## config.mk

```make
export PLATFORM = sky130hd
export DESIGN_NAME = datapoint_loader
export DESIGN_NICKNAME = d
export VERILOG_FILES = /design/src/rtl/datapoint_loader.sv
export SDC_FILE = /design/constraint.sdc
export NUM_CORES = 1
export LEC_CHECK = 0
export CAP_MARGIN = 10
export CELL_PAD_IN_SITES_DETAIL_PLACEMENT = 0
export CELL_PAD_IN_SITES_GLOBAL_PLACEMENT = 1
export CORE_MARGIN = 1.5
export CORE_UTILIZATION = 40
export CTS_BUF_LIST = sky130_fd_sc_hd__clkbuf_4
export CTS_CLUSTER_DIAMETER = 40
export DETAILED_ROUTE_END_ITERATION = 7
export GPL_ROUTABILITY_DRIVEN = 0
export GPL_TIMING_DRIVEN = 0
export HOLD_SLACK_MARGIN = 0.12
export PLACE_DENSITY = 0.87
export SLEW_MARGIN = 30
export SYNTH_ARGS = -nofsm -noshare
export SYNTH_HDL_FRONTEND = slang
export SYNTH_SLANG_ARGS = --single-unit
```

## constraint.sdc

```tcl
create_clock -name clk -period 5.9 [get_ports clk]
set_clock_uncertainty 0.15 [all_clocks]
set_input_delay 1.18 -clock clk [delete_from_list [all_inputs] [get_ports clk]]
set_output_delay 1.18 -clock clk [all_outputs]
set_load 0.05 [all_outputs]
```

## src/rtl/datapoint_loader.sv

```systemverilog
// Pairs 16-bit X/Y samples into 32-bit words and writes them sequentially to a data-point memory.
// Optional LOADER_WRAP_EN: wrap at MAX_WORDS and keep loading (ring buffer) instead of closing.
module datapoint_loader #(
    parameter int AW        = 8,
    parameter int MAX_WORDS = 256
) (
    input  logic          clk,
    input  logic          reset,
    input  logic          in_valid,
    output logic          in_ready,
    input  logic [15:0]   in_data,
    input  logic          in_last,
    output logic          we,
    output logic [AW-1:0] waddr,
    output logic [31:0]   wdata,
    output logic [AW:0]   count,
    output logic          full,
    output logic          done,
    output logic          err_odd
);

    typedef enum logic [1:0] {GET_X, GET_Y, WRITE, DONE} state_t;

    localparam logic [AW:0]   MAX_CNT   = (AW+1)'(MAX_WORDS);
    localparam logic [AW-1:0] LAST_ADDR = AW'(MAX_WORDS - 1);

    state_t        state_q, state_d;
    logic [15:0]   x_q, x_d;
    logic [31:0]   wdata_q, wdata_d;
    logic          last_q, last_d;
    logic [AW-1:0] waddr_q, waddr_d;
    logic [AW:0]   count_q, count_d;
    logic          full_q, full_d;
    logic          err_odd_q, err_odd_d;
    logic [AW:0]   count_inc;
    logic          accept;

    // Gating with reset keeps handshake and strobe quiet during the reset cycle itself.
    assign in_ready = reset && ((state_q == GET_X) || (state_q == GET_Y));
    assign we       = reset && (state_q == WRITE);
    assign accept   = in_valid && in_ready;
    assign count_inc = (count_q == MAX_CNT) ? count_q : count_q + (AW+1)'(1);

    assign waddr   = waddr_q;
    assign wdata   = wdata_q;
    assign count   = count_q;
    assign full    = full_q;
    assign done    = (state_q == DONE);
    assign err_odd = err_odd_q;

    always_comb begin
        state_d   = state_q;
        x_d       = x_q;
        wdata_d   = wdata_q;
        last_d    = last_q;
        waddr_d   = waddr_q;
        count_d   = count_q;
        err_odd_d = err_odd_q;
`ifdef LOADER_WRAP_EN
        full_d    = 1'b0;
`else
        full_d    = full_q;
`endif
        case (state_q)
            GET_X: begin
                if (accept) begin
                    if (in_last) begin
                        err_odd_d = 1'b1;
                        state_d   = DONE;
                    end else begin
                        x_d     = in_data;
                        state_d = GET_Y;
                    end
                end
            end
            GET_Y: begin
                if (accept) begin
                    wdata_d = {x_q, in_data};
                    last_d  = in_last;
                    state_d = WRITE;
                end
            end
            WRITE: begin
                count_d = count_inc;
`ifdef LOADER_WRAP_EN
                if (waddr_q == LAST_ADDR) begin
                    waddr_d = '0;
                    full_d  = 1'b1;
                end else begin
                    waddr_d = waddr_q + AW'(1);
                end
                state_d = last_q ? DONE : GET_X;
`else
                waddr_d = waddr_q + AW'(1);
                full_d  = (count_inc == MAX_CNT);
                state_d = (last_q || (count_inc == MAX_CNT)) ? DONE : GET_X;
`endif
            end
            DONE: state_d = DONE;
            default: state_d = GET_X;
        endcase
    end

    always_ff @(posedge clk) begin
        if (!reset) begin
            state_q   <= GET_X;
            x_q       <= '0;
            wdata_q   <= '0;
            last_q    <= 1'b0;
            waddr_q   <= '0;
            count_q   <= '0;
            full_q    <= 1'b0;
            err_odd_q <= 1'b0;
        end else begin
            state_q   <= state_d;
            x_q       <= x_d;
            wdata_q   <= wdata_d;
            last_q    <= last_d;
            waddr_q   <= waddr_d;
            count_q   <= count_d;
            full_q    <= full_d;
            err_odd_q <= err_odd_d;
        end
    end

endmodule

```

==> flow_summary_export.csv <==
group,metric,value,unit
floorplanning,die_y,89.4,um
setup_path,cpMaxStageDelayCell,"clkdlybuf4s50_1",
power,p_leak,1.38,nW
clock_network,cts_made_buffers,9,
floorplanning,pin_count,74,
final_layout,final_cells,538,
job,maxCapViolCount,0,
sta,drv_slew,0,
final_layout,final_cell_mix,"nand2_1 (106), clkdlybuf4s50_1 (72), dfxtp_1 (70)",
detailed_routing,via_count,2585,
placed_design,hpwl,5090,um
outcome,status,"completed",
clock_network,clkSlewWorstSetupHoldPaths,120,ps
global_routing,grt_overflow_total,0,
detailed_routing,ant_nets,0,
global_routing,grt_usage,18.8,%
final_layout,layout_commonest_cell,"nand2_1",
clock_network,cts.path.max_buffers,2,
power,vdd_drop_max,0.138,mV
sta,fmax,257,MHz
detailed_routing,first_iter_violations,100,
setup_path,cp_max_fo,9,
clock_network,cts_resized,0,
clock_network,clkSinkCount,70,
detailed_routing,via_per_inst,4.80,
hold_path,hold_class,"flip-flop to flip-flop",
sta,hold_viol_final,0,
yosys,synth_ff_type,"dfxtp_1",
detailed_routing,drc,0,
sta,period_share,65.8,%
yosys,synth_edf_count,0,
final_layout,nets,457,
floorplanning,start_util,41.2,%
yosys,ys_seq_area_share,46.9,%
placed_design,place_inst,522,
power,powerDensity,248,mW/mm2
floorplanning,num_rows,31,
final_layout,drive_gt1_share,6.15,%
global_routing,antenna_found_initial,0,
clock_network,post_cts_buffers,0,
final_layout,syn2layout_area_growth,34.3,%
setup_path,crit_chain,"clkbuf_1 -> nand2b_1 -> inv_1 -> clkdlybuf4s50_1",
yosys,syn_area_per_cell,8.52,um2
detailed_routing,drtPass1Iterations,4,
sta,finalSetupTns,0,ps
clock_network,root_buffer,"clkbuf_4",
sta,tightest_slew,534,ps
global_routing,grt_max_degree,13,
yosys,synth_seq_cells,70,
floorplanning,core_area,0.00725,mm2
yosys,yosys_warnings,0,
setup_path,cpPeakStageDelay,830,ps
setup_path,cp.arrival,2550,ps
clock_network,h-tree-depth,3,
final_layout,nFillCells,693,
setup_path,end_kind,"output pin",
floorplanning,die_area,0.00800,mm2
final_layout,fin_area,0.00401,mm2
placed_design,port_buffers,72,
setup_path,worstPathRequired,4570,ps
detailed_routing,finalWirelength,7020,um
yosys,synth_cells,351,
global_routing,grt_pass1_wl,11500,um
clock_network,cts_tree,"done",
yosys,ys_types,42,
yosys,synth_nets,374,
clock_network,holdBufCountCts,0,
global_routing,grt_pass1_vias,2388,
placed_design,place_area,0.00383,mm2
yosys,synthArstFlopShare,0,%
sta,setup_viol,0,
detailed_routing,routedWlPerCell,13.0,um
yosys,synth_area,0.00299,mm2
setup_path,crit_type,"input port to output pin",
floorplanning,die_width,89.4,um
sta,rsz0062_at_grt,"false",
final_layout,diodes,0,
sta,finalCriticalPeriod,3880,ps
clock_network,clock_insertion_delay_worst_skew,400,ps
setup_path,worstSetupStartpointType,"input port",
sta,slew_headroom,64.3,%
[cell usage after synthesis (2+ instances only)]
master | instances | area [um2]
a21boi_1 | 8 | 60.1
clkbuf_1 | 17 | 63.8
o211a_1 | 2 | 20.0
o21a_1 | 2 | 15.0
nor3_2 | 2 | 20.0
or3_1 | 5 | 31.3
nand3_1 | 7 | 35.0
nand2b_1 | 4 | 25.0
mux2i_1 | 3 | 30.0
nor2_1 | 2 | 7.51
nor3_1 | 3 | 15.0
a21boi_0 | 44 | 330
xnor2_1 | 9 | 78.8
xor2_1 | 3 | 26.3
dfxtp_1 | 70 | 1400
and3_1 | 5 | 31.3
nand4_1 | 6 | 37.5
buf_2 | 4 | 20.0
and2_1 | 13 | 81.3
ha_1 | 3 | 37.5
inv_1 | 5 | 18.8
o21ai_0 | 6 | 30.0
nand2_1 | 106 | 398
nor2b_1 | 4 | 25.0
[cell families after synthesis]
group	Yosys count	synth area share, %
and+or+nand+nor	165	25.9
AOI/OAI and AO/OA	70	17.5
DFF	70	46.9
buffers and inverters	28	3.93
xor gates and xnor gates	12	3.52
muxes	3	1.00
adders and majority gates	3	1.26
[report_power, final]
part	switching, mW	total [mW]	internal (mW)
Clock	0.172	0.384	0.213
Combinational	0.0706	0.118	0.0471
Sequential	0.0103	0.495	0.485
[worst max-delay path: cells and delay by family]
kind	cells	cell delay [ps]
buffers and inverters	3	1220
AND/OR/NAND/NOR	1	150
[through the flow]
| stage | setup slack, ps | power, mW | hold WS [ps] | util, % |
|---|---|---|---|---|
| after floorplan | 2700 | 0.578 | 281 | - |
| after global placement | 2020 | 0.623 | 294 | 52.9 |
| after detailed placement | 2010 | 0.624 | 299 | 52.9 |
| after CTS | 2010 | 1.01 | 314 | 55.3 |
| after global routing | 1940 | 1.04 | 328 | 55.3 |
| final | 2020 | 0.997 | 313 | 55.3 |
[routing by layer]
metal	global-route usage, %	up-vias	routed length [um]
met5	0	-	0
met2	29.9	59	3190
met3	4.25	8	343
met1	24.8	1177	3380
li1	-	1341	-
met4	7.55	0	97
[layout make-up]
cell class | count | area [um2] | area share, %
well taps | 99 | 124 | 3.09
inverters | 5 | 18.8 | 0.468
plain buffers | 23 | 98.8 | 2.46
flip-flops and latches | 70 | 1400 | 34.9
multi-input cells | 253 | 1470 | 36.6
clock buffers | 9 | 67.6 | 1.68
clock inverters | 7 | 113 | 2.81
repair buffers | 72 | 721 | 18.0
[final timing paths]
kind	from	slack (ps)	endpoint	cells after the start
max	reset	2020	in_ready	4
min reg2reg	x_q[5]	310	x_q[5]	2
max reg2reg	count[0]	3710	state_q[0]	7
min	x_q[5]	310	x_q[5]	2
[registers in the layout (all words and copies together) (netlist names)]
| name | flops |
|---|---|
| waddr | 8 |
| last_q | 1 |
| x_q | 16 |
| count | 9 |
| state_q | 2 |
| full | 1 |
| wdata | 32 |
| err_odd | 1 |
No activity file was read; power rests on OpenSTA's default activity.
